===== src/rtl/alu_ex_issue.sv =====
// ID/EX issue register for the arithmetic ALU: operand select/extension,
// one-level result bypass and op-to-select encoding behind a valid/ready handshake.
module alu_ex_issue #(
    parameter int unsigned XLEN  = 32,
    parameter int unsigned RADDR = 5
) (
    input  logic             clk,
    input  logic             reset_n,
    input  logic             flush,
    input  logic             in_valid,
    output logic             in_ready,
    input  logic [2:0]       in_op,
    input  logic [XLEN-1:0]  in_rs1_data,
    input  logic [XLEN-1:0]  in_rs2_data,
    input  logic [RADDR-1:0] in_rs1,
    input  logic [RADDR-1:0] in_rs2,
    input  logic [RADDR-1:0] in_rd,
    input  logic             in_use_imm,
    input  logic [15:0]      in_imm,
    input  logic             in_imm_signed,
    input  logic             fwd_valid,
    input  logic [RADDR-1:0] fwd_rd,
    input  logic [XLEN-1:0]  fwd_data,
    output logic             out_valid,
    input  logic             out_ready,
    output logic [XLEN-1:0]  out_a,
    output logic [XLEN-1:0]  out_b,
    output logic [4:0]       out_ctrl,
    output logic [RADDR-1:0] out_rd
);

    typedef enum logic [2:0] {
        OP_ADD = 3'd0,
        OP_SUB = 3'd1,
        OP_SEQ = 3'd2,
        OP_SNE = 3'd3,
        OP_SLT = 3'd4,
        OP_SGT = 3'd5,
        OP_SLE = 3'd6,
        OP_SGE = 3'd7
    } op_e;

    logic            capture;
    logic [XLEN-1:0] imm_ext;
    logic [XLEN-1:0] opa;
    logic [XLEN-1:0] opb;
    logic [4:0]      ctrl;

    assign in_ready = !out_valid || out_ready;
    assign capture  = in_valid && in_ready && !flush;

    // Register 0 is hardwired, so a bypass hit on it must never override the file value.
    always_comb begin
        imm_ext = in_imm_signed ? {{(XLEN-16){in_imm[15]}}, in_imm}
                                : {{(XLEN-16){1'b0}}, in_imm};
        opa = in_rs1_data;
        if (fwd_valid && (fwd_rd == in_rs1) && (in_rs1 != '0))
            opa = fwd_data;
        opb = in_rs2_data;
        if (in_use_imm)
            opb = imm_ext;
        else if (fwd_valid && (fwd_rd == in_rs2) && (in_rs2 != '0))
            opb = fwd_data;
    end

    always_comb begin
        ctrl = '0;
        case (op_e'(in_op))
            OP_ADD:  ctrl = 5'b00000;
            OP_SUB:  ctrl = 5'b11000;
            OP_SEQ:  ctrl = 5'b10000;
            OP_SNE:  ctrl = 5'b10001;
            OP_SLT:  ctrl = 5'b10010;
            OP_SGT:  ctrl = 5'b10011;
            OP_SLE:  ctrl = 5'b10100;
            OP_SGE:  ctrl = 5'b10110;
            default: ctrl = '0;
        endcase
    end

    always_ff @(posedge clk or negedge reset_n) begin
        if (!reset_n) begin
            out_valid <= 1'b0;
            out_a     <= '0;
            out_b     <= '0;
            out_ctrl  <= '0;
            out_rd    <= '0;
        end else if (flush) begin
            out_valid <= 1'b0;
        end else if (capture) begin
            out_valid <= 1'b1;
            out_a     <= opa;
            out_b     <= opb;
            out_ctrl  <= ctrl;
            out_rd    <= in_rd;
        end else if (out_ready) begin
            out_valid <= 1'b0;
        end
    end

endmodule


===== config.mk =====
export PLATFORM = sky130hd
export DESIGN_NAME = alu_ex_issue
export DESIGN_NICKNAME = d
export VERILOG_FILES = /design/src/rtl/alu_ex_issue.sv
export SDC_FILE = /design/constraint.sdc
export NUM_CORES = 1
export LEC_CHECK = 0
export ABC_CLOCK_PERIOD_IN_PS = 1890
export CAP_MARGIN = 20
export CORE_ASPECT_RATIO = 0.9
export CORE_MARGIN = 5
export CORE_UTILIZATION = 57
export CTS_CLUSTER_DIAMETER = 50
export DETAILED_ROUTE_END_ITERATION = 7
export DONT_BUFFER_PORTS = 1
export PLACE_DENSITY = 0.83
export SLEW_MARGIN = 0
export SYNTH_ARGS = -nofsm -noshare
export SYNTH_HDL_FRONTEND = slang
export SYNTH_SLANG_ARGS = --single-unit

===== constraint.sdc =====
create_clock -name clk -period 1.89 [get_ports clk]
set_clock_uncertainty 0.15 [all_clocks]
set_input_delay 0.378 -clock clk [delete_from_list [all_inputs] [get_ports clk]]
set_output_delay 0.378 -clock clk [all_outputs]
set_load 0.01 [all_outputs]

[Word-level counts from Yosys, hierarchy flattened]
Memories as Yosys holds them, arrays and structs flattened. A register that Yosys moved wholly into a read port is not among the register bits.
Index checks and enable logic that the tools add are counted.
Cells by class
  muxes and demuxes: 7
  reduce and logical (&&, ||, !) cells: 14
  multiply operators: 0
  divide/modulo/power cells: 0
  shifts and indexed selects: 0
  bitwise gates (word level): 1
  order comparisons: 0
  add/sub/neg operators: 0
  eq/ne operators: 2
Operators with widths (count)
  2-to-1 mux 32 bit: 4
  equality test 5 bit: 2
  nonzero test 5 bit: 2
  logical AND 1 bit: 6
  logical NOT 1 bit: 3
  2-to-1 mux 1 bit: 3
  nonzero test 3 bit: 1
  AND reduction 2 bit: 1
  logical OR 1 bit: 1
  NOT 1 bit: 1
Storage, ports and cells
  RAM bits: 0
  memory bits (read-only): 40
  latch bits: 0
  memories: 1
  register bits: 70
  logic and storage cells: 29
Memory list
  (name not given): words 8, bits a word 5, read ports 1, clocked after Yosys merged registers in 1, wr ports 0, line 68  | case (op_e'(in_op))

[Logic depth before layout (Yosys ltp)]
Gate-level depths: netlist of run 1.
  word-level depth: 6
  depth in mapped cells: 8
  mapped depth without buffers: 5

[Least setup slack after synthesis of run 1]
OpenSTA, ideal clock, no wires.
  kind: register to register
  start point: register out_valid
  end point: register out_b[21]
  stages on the path, launching flop included: 7
  path buffers: 1
  data arrival time: 1.690 ns
  setup slack: -0.019 ns
  required time: 1.671 ns
  cells stage by stage: dfrtp_1 -> nor2b_1 -> nor3b_4 -> buf_2 -> nor2_1 -> or4bb_1 -> nand3_1
Between the ends
  cells in the longest elaborated chain, start to end: 5
Ends and longest elaborated chain
  start: declaration: line 24  | output logic out_valid,
  start signal: assignment: line 83  | out_valid <= 1'b0;
  start signal: assignment: line 89  | out_valid <= 1'b0;
  start signal: assignment: line 91  | out_valid <= 1'b1;
  logical NOT 1 bit: line 49  | assign in_ready = !out_valid || out_ready;
  logical OR 1 bit: line 49
  logical AND 1 bit (2 in series): line 50  | assign capture = in_valid && in_ready && !flush;
  AND reduction 2 bit (no line)
  end signal: assignment: line 93  | out_b <= opb;
  end: declaration: line 27  | output logic [XLEN-1:0] out_b,
No other way between the ends.
A chain may end at the register's enable or synchronous reset.

[Worst setup path in the final report of run 1]
  start point: register out_valid
  end point: register out_b[24]
The elaborated chain is that of the path after synthesis.

==> parameters.txt, run 1 <==
Parameter                              Value

Setup path
  Top cell family by delay on the critical path    simple AND/OR/NAND/NOR gates
  List of cells traversed by the critical path    nor2b_4 -> nor3b_4 -> buf_6 -> buf_12 -> nor2_1 -> or4bb_1 -> nand3_2
  Crit path buffers/inverters    2
  Crit. End Element    flip-flop
  Critical Path Max Stage Delay    0.51 ns
  Critical register-to-register path startpoint    out_valid
  Worst endpoint required time    2.03 ns
  Data arrival time of the critical path    between 1.5 and 2 ns
  Worst reg2reg setup slack    0.04 ns
  Reg2reg path depth    7
  CP max FO    8
  Slowest CP cell    sky130_fd_sc_hd__or4bb_1
  Destination of the worst register-to-register timing path    out_b[24]
  Setup CP Type    reg2reg
  CP startpoint kind    flip-flop

Synth
  Synthesized area per cell    approximately 9.6 um^2
  Leading cell types by total area after synthesis    sky130_fd_sc_hd__dfrtp_1 (46%), sky130_fd_sc_hd__mux2i_1 (12%), sky130_fd_sc_hd__o21ai_0 (8.2%)
  Area share of the leading cell type in the synthesized netlist    46.1%
  Distinct cell type count after synthesis    28
  Number of cells produced by synthesis    426
  Syn Nets    roughly 570
  Count of flip-flops with a built-in enable after synthesis    0
  Yosys warns    0
  Largest area contributor in the netlist    sky130_fd_sc_hd__dfrtp_1
  Post-Synthesis Cell Area    4070 um^2
  Sequential element share of the synthesized area    about 46%
  Top_reg_cell synth    sky130_fd_sc_hd__dfrtp_1
  Async S/R FF share, synth    100%
  Flop and latch count out of synthesis    75

Clock tree
  Count of H-tree levels built during CTS    3
  Maximum number of buffers from clock root to sink    2
  Total clock buffers created by CTS    9
  Worst-path clk slew    about 0.09 ns
  Root buffer cell    sky130_fd_sc_hd__clkbuf_8
  Skew-Pair Late Insertion Delay    0.34 ns
  Clock tree from TritonCTS    done
  Total of hold buffers inserted after clock tree synthesis    7
  Number of sinks handled by clock tree synthesis    75

Final layout
  Area of the multi-input gates    2060 um^2
  Final non-filler cell total    523
  Area Growth Syn to Fin    11.9%
  # diodes    0
  Final non-filler cell area    4560 um^2
  # nets final    568
  Storage element area    approximately 1900 um^2
  Fraction of layout cells with a size suffix above 1    10.2%
  Number of fill cells in the layout    537

Die
  Number of placement rows    29
  Core area    7000 um^2
  Die extent in y    90.2 um
  Num ports    219
  DIE AREA    8930 um^2
  Starting Density    about three fifths
  Chip width    99.1 um

Placed design
  Weighted congestion reported at the end of routability-driven placement    0.822
  Number of cells after detailed placement    496
  Post-DP HPWL    8210 um
  Number of buffer cells added on primary ports    0
  Placed inst area    4170 um^2
  Pre-CTS setup slack    -0.176 ns

Detailed routing
  Iteration count of the initial detailed-routing pass    4
  DR DRC count    0
  Violation count after the first detailed-routing iteration    about 140
  Via/cell ratio    ~6.2
  Total Routed Length    11,400 um
  Total via count after detailed routing    3,253
  Number of antenna-violating nets in the routed design    0
  Routed wire per std cell    21.7 um

Pwr
  Power after layout    slightly above 4 mW
  Static Leak    1.78 nW
  Highest ir drop seen on vdd    0.425 mV
  Power per Cell Area    ~890 nW/um^2

STA
  Minimum setup slack in the final design    around 0.042 ns
  Worst hold-check slack    -0.440 ns
  Tmin final    about 1.8 ns
  Rel. slew slack    75.7%
  Transition at the pin with the smallest max-transition slack    approximately 0.36 ns
  Final hold violation count    75
  Maximum frequency from static timing analysis    around 540 MHz
  Final setup fails    0
  RSZ-0062 raised after global routing    yes
  Slew Limit Fails    0
  Final Cycle Share    97.8%

Global routing
  Number of antenna violations at the first check in global routing    0
  Vias in the first global route    3,390
  Global-route wire length before repair    17,400 um
  Pin count of the biggest net entering global routing    76
  GRT Overall Usage    24.2%
  Global route total overflow    0

Job
  Reported max-cap violation count    0

Hold path
  Hold crit path type    in2async

Run status
  Violations in the final reports    hold timing
  Run status    complete, but fails checks
timing repair:
action,CTS,global route
setup buffers,0,2
pin swaps,0,4
endpoints found under the setup margin,10,31
resized for setup,1,10
gates cloned,0,2
hold endpoints to repair,82,75
synthesized netlist by cell type (2+ instances only):
cell type,number
sky130_fd_sc_hd__a21oi_1,31
sky130_fd_sc_hd__buf_1,5
sky130_fd_sc_hd__buf_2,6
sky130_fd_sc_hd__buf_4,3
sky130_fd_sc_hd__buf_6,2
sky130_fd_sc_hd__clkbuf_1,17
sky130_fd_sc_hd__dfrtp_1,75
sky130_fd_sc_hd__inv_1,2
sky130_fd_sc_hd__mux2i_1,48
sky130_fd_sc_hd__nand2_1,59
sky130_fd_sc_hd__nand3_1,21
sky130_fd_sc_hd__nand3b_1,16
sky130_fd_sc_hd__nor2_1,21
sky130_fd_sc_hd__nor3_1,2
sky130_fd_sc_hd__o21ai_0,67
sky130_fd_sc_hd__or2_2,2
sky130_fd_sc_hd__or4b_1,16
sky130_fd_sc_hd__or4bb_1,16
sky130_fd_sc_hd__xnor2_1,5
sky130_fd_sc_hd__xor2_1,4
worst register-to-register path, cell delays in order, from the launching register on:
cell and delay, ns:
sky130_fd_sc_hd__dfrtp_1 0.38, sky130_fd_sc_hd__nor2b_4 0.14, sky130_fd_sc_hd__nor3b_4 0.18, sky130_fd_sc_hd__buf_6 0.15, sky130_fd_sc_hd__buf_12 0.13, sky130_fd_sc_hd__nor2_1 0.06
sky130_fd_sc_hd__or4bb_1 0.51, sky130_fd_sc_hd__nand3_2 0.10
report_power, final:
group | switching [mW] | internal, mW
sequential | 0.364 | 1.86
clock | 0.641 | 0.657
combinational | 0.277 | 0.268
logic make-up after synthesis:
kind of cell	synth area share, %
AO/OA/AOI/OAI	12.9
multiplexers	11.8
XOR/XNOR	1.94
flip-flops	46.1
AND/OR/NAND/NOR	22.8
buffers and inverters	4.43
layout make-up:
class                           count  share of cell area, %
Clock buffer                       10                   3.02
Clock inverter                      6                   1.59
Inverter                            2                  0.165
Multi-Input combinational cell    315                   45.2
Sequential cell                    75                   41.2
Tap cell                           93                   2.55
Timing Repair Buffer               22                   6.32
registers in the layout (all words and copies together) (netlist names):
name and cells:
out_rd 5, out_valid 1, out_a 32, out_b 32
out_ctrl 5
cell usage in the layout, fill, tap and decap left out, drive strengths merged, types with 2 or more instances in the layout:
master and count:
dfrtp 75, o21ai 67, nand2 59, mux2i 48, a21oi 31, nor2 21
nand3 21, nand3b 16, or4bb 16, or4b 16, buf 13, clkbuf 12
dlygate4sd3 7, xnor2 5, xor2 4, clkinv 3, inv 3, or2 2
nor3 2
per-stage QoR:
step                utilization (%)  setup TNS [ns]
detailed placement             59.5           -1.64
global placement               59.5          -0.516
floorplan                         -               0
finish                         65.1               0
global route                   65.1         -0.0917
CTS                            63.6               0
layer usage:
metal | global-route usage, % | share of wire (%)
met1 | 29.2 | 37
met2 | 40.4 | 51
met3 | 7.20 | 9.5
met4 | 9.67 | 2.8
met5 | 0 | 0
worst max-delay path by stage:
stage	start	end	depth (start not counted)
3_5_place_dp	fwd_rd[1]	out_b[0]	6
2_1_floorplan	in_rs2[0]	out_b[28]	6
6_report	out_valid	out_b[24]	7
5_1_grt	out_valid	out_b[24]	7
4_1_cts	out_valid	out_b[24]	6
3_3_place_gp	fwd_rd[1]	out_b[0]	6
No activity file was read; power rests on OpenSTA's default activity.
==> run 2, diff against run 1 <==
--- a/config.mk
+++ b/config.mk
@@ -5,15 +5,17 @@
 export SDC_FILE = /design/constraint.sdc
 export NUM_CORES = 1
 export LEC_CHECK = 0
+export ABC_AREA = 1
 export ABC_CLOCK_PERIOD_IN_PS = 1890
 export CAP_MARGIN = 20
 export CORE_ASPECT_RATIO = 0.9
 export CORE_MARGIN = 5
-export CORE_UTILIZATION = 57
+export CORE_UTILIZATION = 58
 export CTS_CLUSTER_DIAMETER = 50
 export DETAILED_ROUTE_END_ITERATION = 7
 export DONT_BUFFER_PORTS = 1
-export PLACE_DENSITY = 0.83
+export PLACE_DENSITY = 0.84
+export SKIP_LAST_GASP = 1
 export SLEW_MARGIN = 0
 export SYNTH_ARGS = -nofsm -noshare
 export SYNTH_HDL_FRONTEND = slang
==> parameters.txt, run 2 <==
Parameter                              Value

Detailed routing
  Total via count after detailed routing    4,315 (was 3,253)
  Routed wire per std cell    18.5 um (was 21.7 um)
  Number of antenna-violating nets in the routed design    0 (unchanged)
  Total Routed Length    13,700 um (was 11,400 um)
  DR DRC count    0 (unchanged)
  Iteration count of the initial detailed-routing pass    5 (was 4)
  Via/cell ratio    5.82 (was 6.22)
  Violation count after the first detailed-routing iteration    201 (was 136)

Die
  Chip width    102 um (was 99.1 um)
  DIE AREA    9400 um^2 (was 8930 um^2)
  Die extent in y    92.5 um (was 90.2 um)
  Core area    7470 um^2 (was 7000 um^2)
  Number of placement rows    30 (was 29)
  Starting Density    58.7% (was 58.1%)
  Num ports    219 (unchanged)

Clock tree
  Count of H-tree levels built during CTS    3 (unchanged)
  Total clock buffers created by CTS    9 (unchanged)
  Worst-path clk slew    0.09 ns (about the same)
  Skew-Pair Late Insertion Delay    0.34 ns (about the same)
  Clock tree from TritonCTS    done (unchanged)
  Total of hold buffers inserted after clock tree synthesis    4 (was 7)
  Maximum number of buffers from clock root to sink    2 (unchanged)
  Root buffer cell    sky130_fd_sc_hd__clkbuf_8 (unchanged)
  Number of sinks handled by clock tree synthesis    75 (unchanged)

Pwr
  Sw Share    30.4% (was 31.5%)
  Switching Power    1.35 mW (was 1.28 mW)
  Clock group share of total power    36.7% (was 31.9%)
  Power per Cell Area    929 nW/um^2 (was 893 nW/um^2)
  Comb power frac    14.0% (was 13.4%)
  Sequential power share    49.3% (was 54.7%)
  Power after layout    4.46 mW (was 4.07 mW)
  Int Pwr    3.11 mW (was 2.79 mW)
  Static Leak    2.69 nW (was 1.78 nW)
  Highest ir drop seen on vdd    0.621 mV (was 0.425 mV)

Synth
  Yosys warns    0 (unchanged)
  Async S/R FF share, synth    100% (unchanged)
  Area share of the leading cell type in the synthesized netlist    42.8% (was 46.1%)
  Leading cell types by total area after synthesis    sky130_fd_sc_hd__dfrtp_1 (43%), sky130_fd_sc_hd__nand2_1 (18%), sky130_fd_sc_hd__nand3_1 (11%) (was sky130_fd_sc_hd__dfrtp_1 (46%), sky130_fd_sc_hd__mux2i_1 (12%), sky130_fd_sc_hd__o21ai_0 (8.2%))
  Count of flip-flops with a built-in enable after synthesis    0 (unchanged)
  Sequential element share of the synthesized area    42.8% (was 46.1%)
  Synthesized area per cell    6.74 um^2 (was 9.55 um^2)
  Distinct cell type count after synthesis    25 (was 28)
  Top cell types by occurrence after synthesis    sky130_fd_sc_hd__nand2_1 (215), sky130_fd_sc_hd__nand3_1 (98), sky130_fd_sc_hd__inv_1 (94), sky130_fd_sc_hd__dfrtp_1 (75), sky130_fd_sc_hd__nor2_1 (52) (was sky130_fd_sc_hd__dfrtp_1 (75), sky130_fd_sc_hd__o21ai_0 (67), sky130_fd_sc_hd__nand2_1 (59), sky130_fd_sc_hd__mux2i_1 (48), sky130_fd_sc_hd__a21oi_1 (31))
  Syn Nets    794 (was 569)
  Flop and latch count out of synthesis    75 (unchanged)
  Most frequent cell after synthesis    sky130_fd_sc_hd__nand2_1 (was sky130_fd_sc_hd__dfrtp_1)
  Top_reg_cell synth    sky130_fd_sc_hd__dfrtp_1 (unchanged)
  Post-Synthesis Cell Area    4390 um^2 (was 4070 um^2)
  Largest area contributor in the netlist    sky130_fd_sc_hd__dfrtp_1 (unchanged)
  Number of cells produced by synthesis    651 (was 426)

Final layout
  # nets final    783 (was 568)
  Most used cells in the layout excluding fill and tap cells    sky130_fd_sc_hd__nand2_1 (215), sky130_fd_sc_hd__nand3_1 (98), sky130_fd_sc_hd__inv_1 (93) (was sky130_fd_sc_hd__dfrtp_1 (75), sky130_fd_sc_hd__o21ai_0 (67), sky130_fd_sc_hd__nand2_1 (58))
  # diodes    0 (unchanged)
  Final non-filler cell total    741 (was 523)
  Top flop regs    out_a (32), out_b (32) (unchanged)
  Final Core Density    64.3% (was 65.1%)
  Area Growth Syn to Fin    9.50% (was 11.9%)
  Fraction of layout cells with a size suffix above 1    6.36% (was 10.2%)
  Number of fill cells in the layout    663 (was 537)
  Most common cell after layout, fill and taps aside    sky130_fd_sc_hd__nand2_1 (was sky130_fd_sc_hd__dfrtp_1)

Setup path
  Crit. End Element    output port (was flip-flop)
  Setup CP Type    reg2out (was reg2reg)
  Worst reg2reg setup slack    0.20 ns (was 0.04 ns)
  Dominant cell type by count on the critical path    sky130_fd_sc_hd__inv_1
  Worst endpoint required time    1.36 ns (was 2.03 ns)
  Data arrival time of the critical path    1.17 ns (was 1.99 ns)
  Critical Path Max Stage Delay    0.41 ns (was 0.51 ns)
  CP max FO    2 (was 8)
  Critical register-to-register path startpoint    out_valid (unchanged)
  Destination of the worst register-to-register timing path    out_b[13] (was out_b[24])
  CP startpoint kind    flip-flop (unchanged)
  Slowest CP cell    sky130_fd_sc_hd__dfrtp_1 (was sky130_fd_sc_hd__or4bb_1)
  Reg2reg path depth    8 (was 7)
  List of cells traversed by the critical path    inv_1 -> nor2_1 -> inv_1 (was nor2b_4 -> nor3b_4 -> buf_6 -> buf_12 -> nor2_1 -> or4bb_1 -> nand3_2)

STA
  Transition at the pin with the smallest max-transition slack    0.332 ns (was 0.361 ns)
  Final setup fails    0 (unchanged)
  Rel. slew slack    77.9% (was 75.7%)
  Final hold violation count    75 (unchanged)
  RSZ-0062 raised after global routing    no (was yes)
  Final sum of negative setup slack    0 ns (unchanged)
  Slew Limit Fails    0 (unchanged)
  Tmin final    1.70 ns (was 1.85 ns)
  Final Cycle Share    89.7% (was 97.8%)
  Minimum setup slack in the final design    0.194 ns (was 0.0422 ns)
  Maximum frequency from static timing analysis    590 MHz (was 541 MHz)
  Worst hold-check slack    -0.435 ns (was -0.440 ns)

Placed design
  Weighted congestion reported at the end of routability-driven placement    0.869 (was 0.822)
  Post-DP HPWL    9940 um (was 8210 um)
  Pre-CTS setup slack    0.173 ns (was -0.176 ns)
  Number of cells after detailed placement    721 (was 496)
  Number of buffer cells added on primary ports    0 (unchanged)

Global routing
  Global-route wire length before repair    21,200 um (was 17,400 um)
  Number of antenna violations at the first check in global routing    0 (unchanged)
  Pin count of the biggest net entering global routing    76 (unchanged)
  Global route total overflow    0 (unchanged)
  GRT Overall Usage    28.7% (was 24.2%)
  Vias in the first global route    4,238 (was 3,390)

Run status
  Violations in the final reports    hold timing (unchanged)
  Run status    complete, but fails checks (unchanged)

Job
  Reported max-cap violation count    0 (unchanged)

Hold path
  Hold crit path type    in2async (unchanged)
[run 2: cell count changes in the layout (fill, tap and decap cells not counted), sizes merged, moves of 12 or more]
cell    change
a21oi      -12
nand4      +34
mux2i      -48
or4bb      -16
nor2       +33
nand3b     -16
o21ai      -61
nand2     +157
nand3      +78
inv        +94
or4b       -16
[run 2: layout make-up]
| cell class | count | area (um^2) | share of cell area, % |
|---|---|---|---|
| Sequential cell | 75 | 1880 | 39.1 |
| Clock buffer | 11 | 131 | 2.74 |
| Tap cell | 96 | 120 | 2.50 |
| Inverter | 98 | 368 | 7.66 |
| Clock inverter | 5 | 125 | 2.61 |
| Multi-Input combinational cell | 436 | 1950 | 40.5 |
| Timing Repair Buffer | 20 | 235 | 4.90 |
[run 2: worst max path at each step]
stage	depth (start not counted)	endpoint	slack, ns	from
6_report	3	in_ready	0.19	out_valid
5_1_grt	8	out_b[14]	0.06	out_valid
4_1_cts	3	in_ready	0.16	out_valid
3_5_place_dp	8	out_a[10]	0.17	in_rs1[3]
3_3_place_gp	8	out_a[2]	0.24	in_rs1[3]
2_1_floorplan	7	out_b[21]	0.31	out_valid
[run 2: power groups by stage]
stage	registers, mW	logic [mW]	clock network (mW)
2_1_floorplan	2.14	0.476	0
3_3_place_gp	2.21	0.581	0
3_5_place_dp	2.23	0.618	0
4_1_cts	2.20	0.627	1.65
5_1_grt	2.23	0.718	1.71
6_report	2.20	0.626	1.64
[run 2: per-layer routing]
metal / part of all wire (%) / up-vias / GRT usage, %
met5: 0 / - / 0
met4: 1.7 / 0 / 8.19
met3: 13 / 25 / 10.8
met2: 50 / 286 / 48.7
met1: 35 / 2002 / 33.7
li1: - / 2002 / -
[run 2: stage by stage]
| step | cell area [um^2] | hold WS, ns |
|---|---|---|
| after floorplan | 4390 | -0.0676 |
| final | 4800 | -0.435 |
| after CTS | 4800 | -0.454 |
| after detailed placement | 4510 | -0.0650 |
| after global placement | 4510 | -0.0659 |
| after global routing | 4800 | -0.459 |
[run 2: logic make-up (layout without fill, tap and decap cells)]
group           after synthesis  after routing  share of synthesized area (%)
simple gates                407            407                           40.5
flops                        75             75                           42.8
buf+inv                     140            134                           13.0
xor+xnor                      2              2                          0.400
compound gates               27             27                           3.28
[run 2: worst max-delay path: cells and delay by family (launching register included)]
kind	cells	cell delay, ns
DFF	1	0.41
and+or+nand+nor	1	0.22
buffers and inverters	2	0.20
[run 2: timing repair]
| action | 4_1_cts | 5_1_grt |
|---|---|---|
| gates resized for setup | 0 | 0 |
| endpoints found under the hold margin | 79 | 75 |
| setup buffers | 0 | 0 |
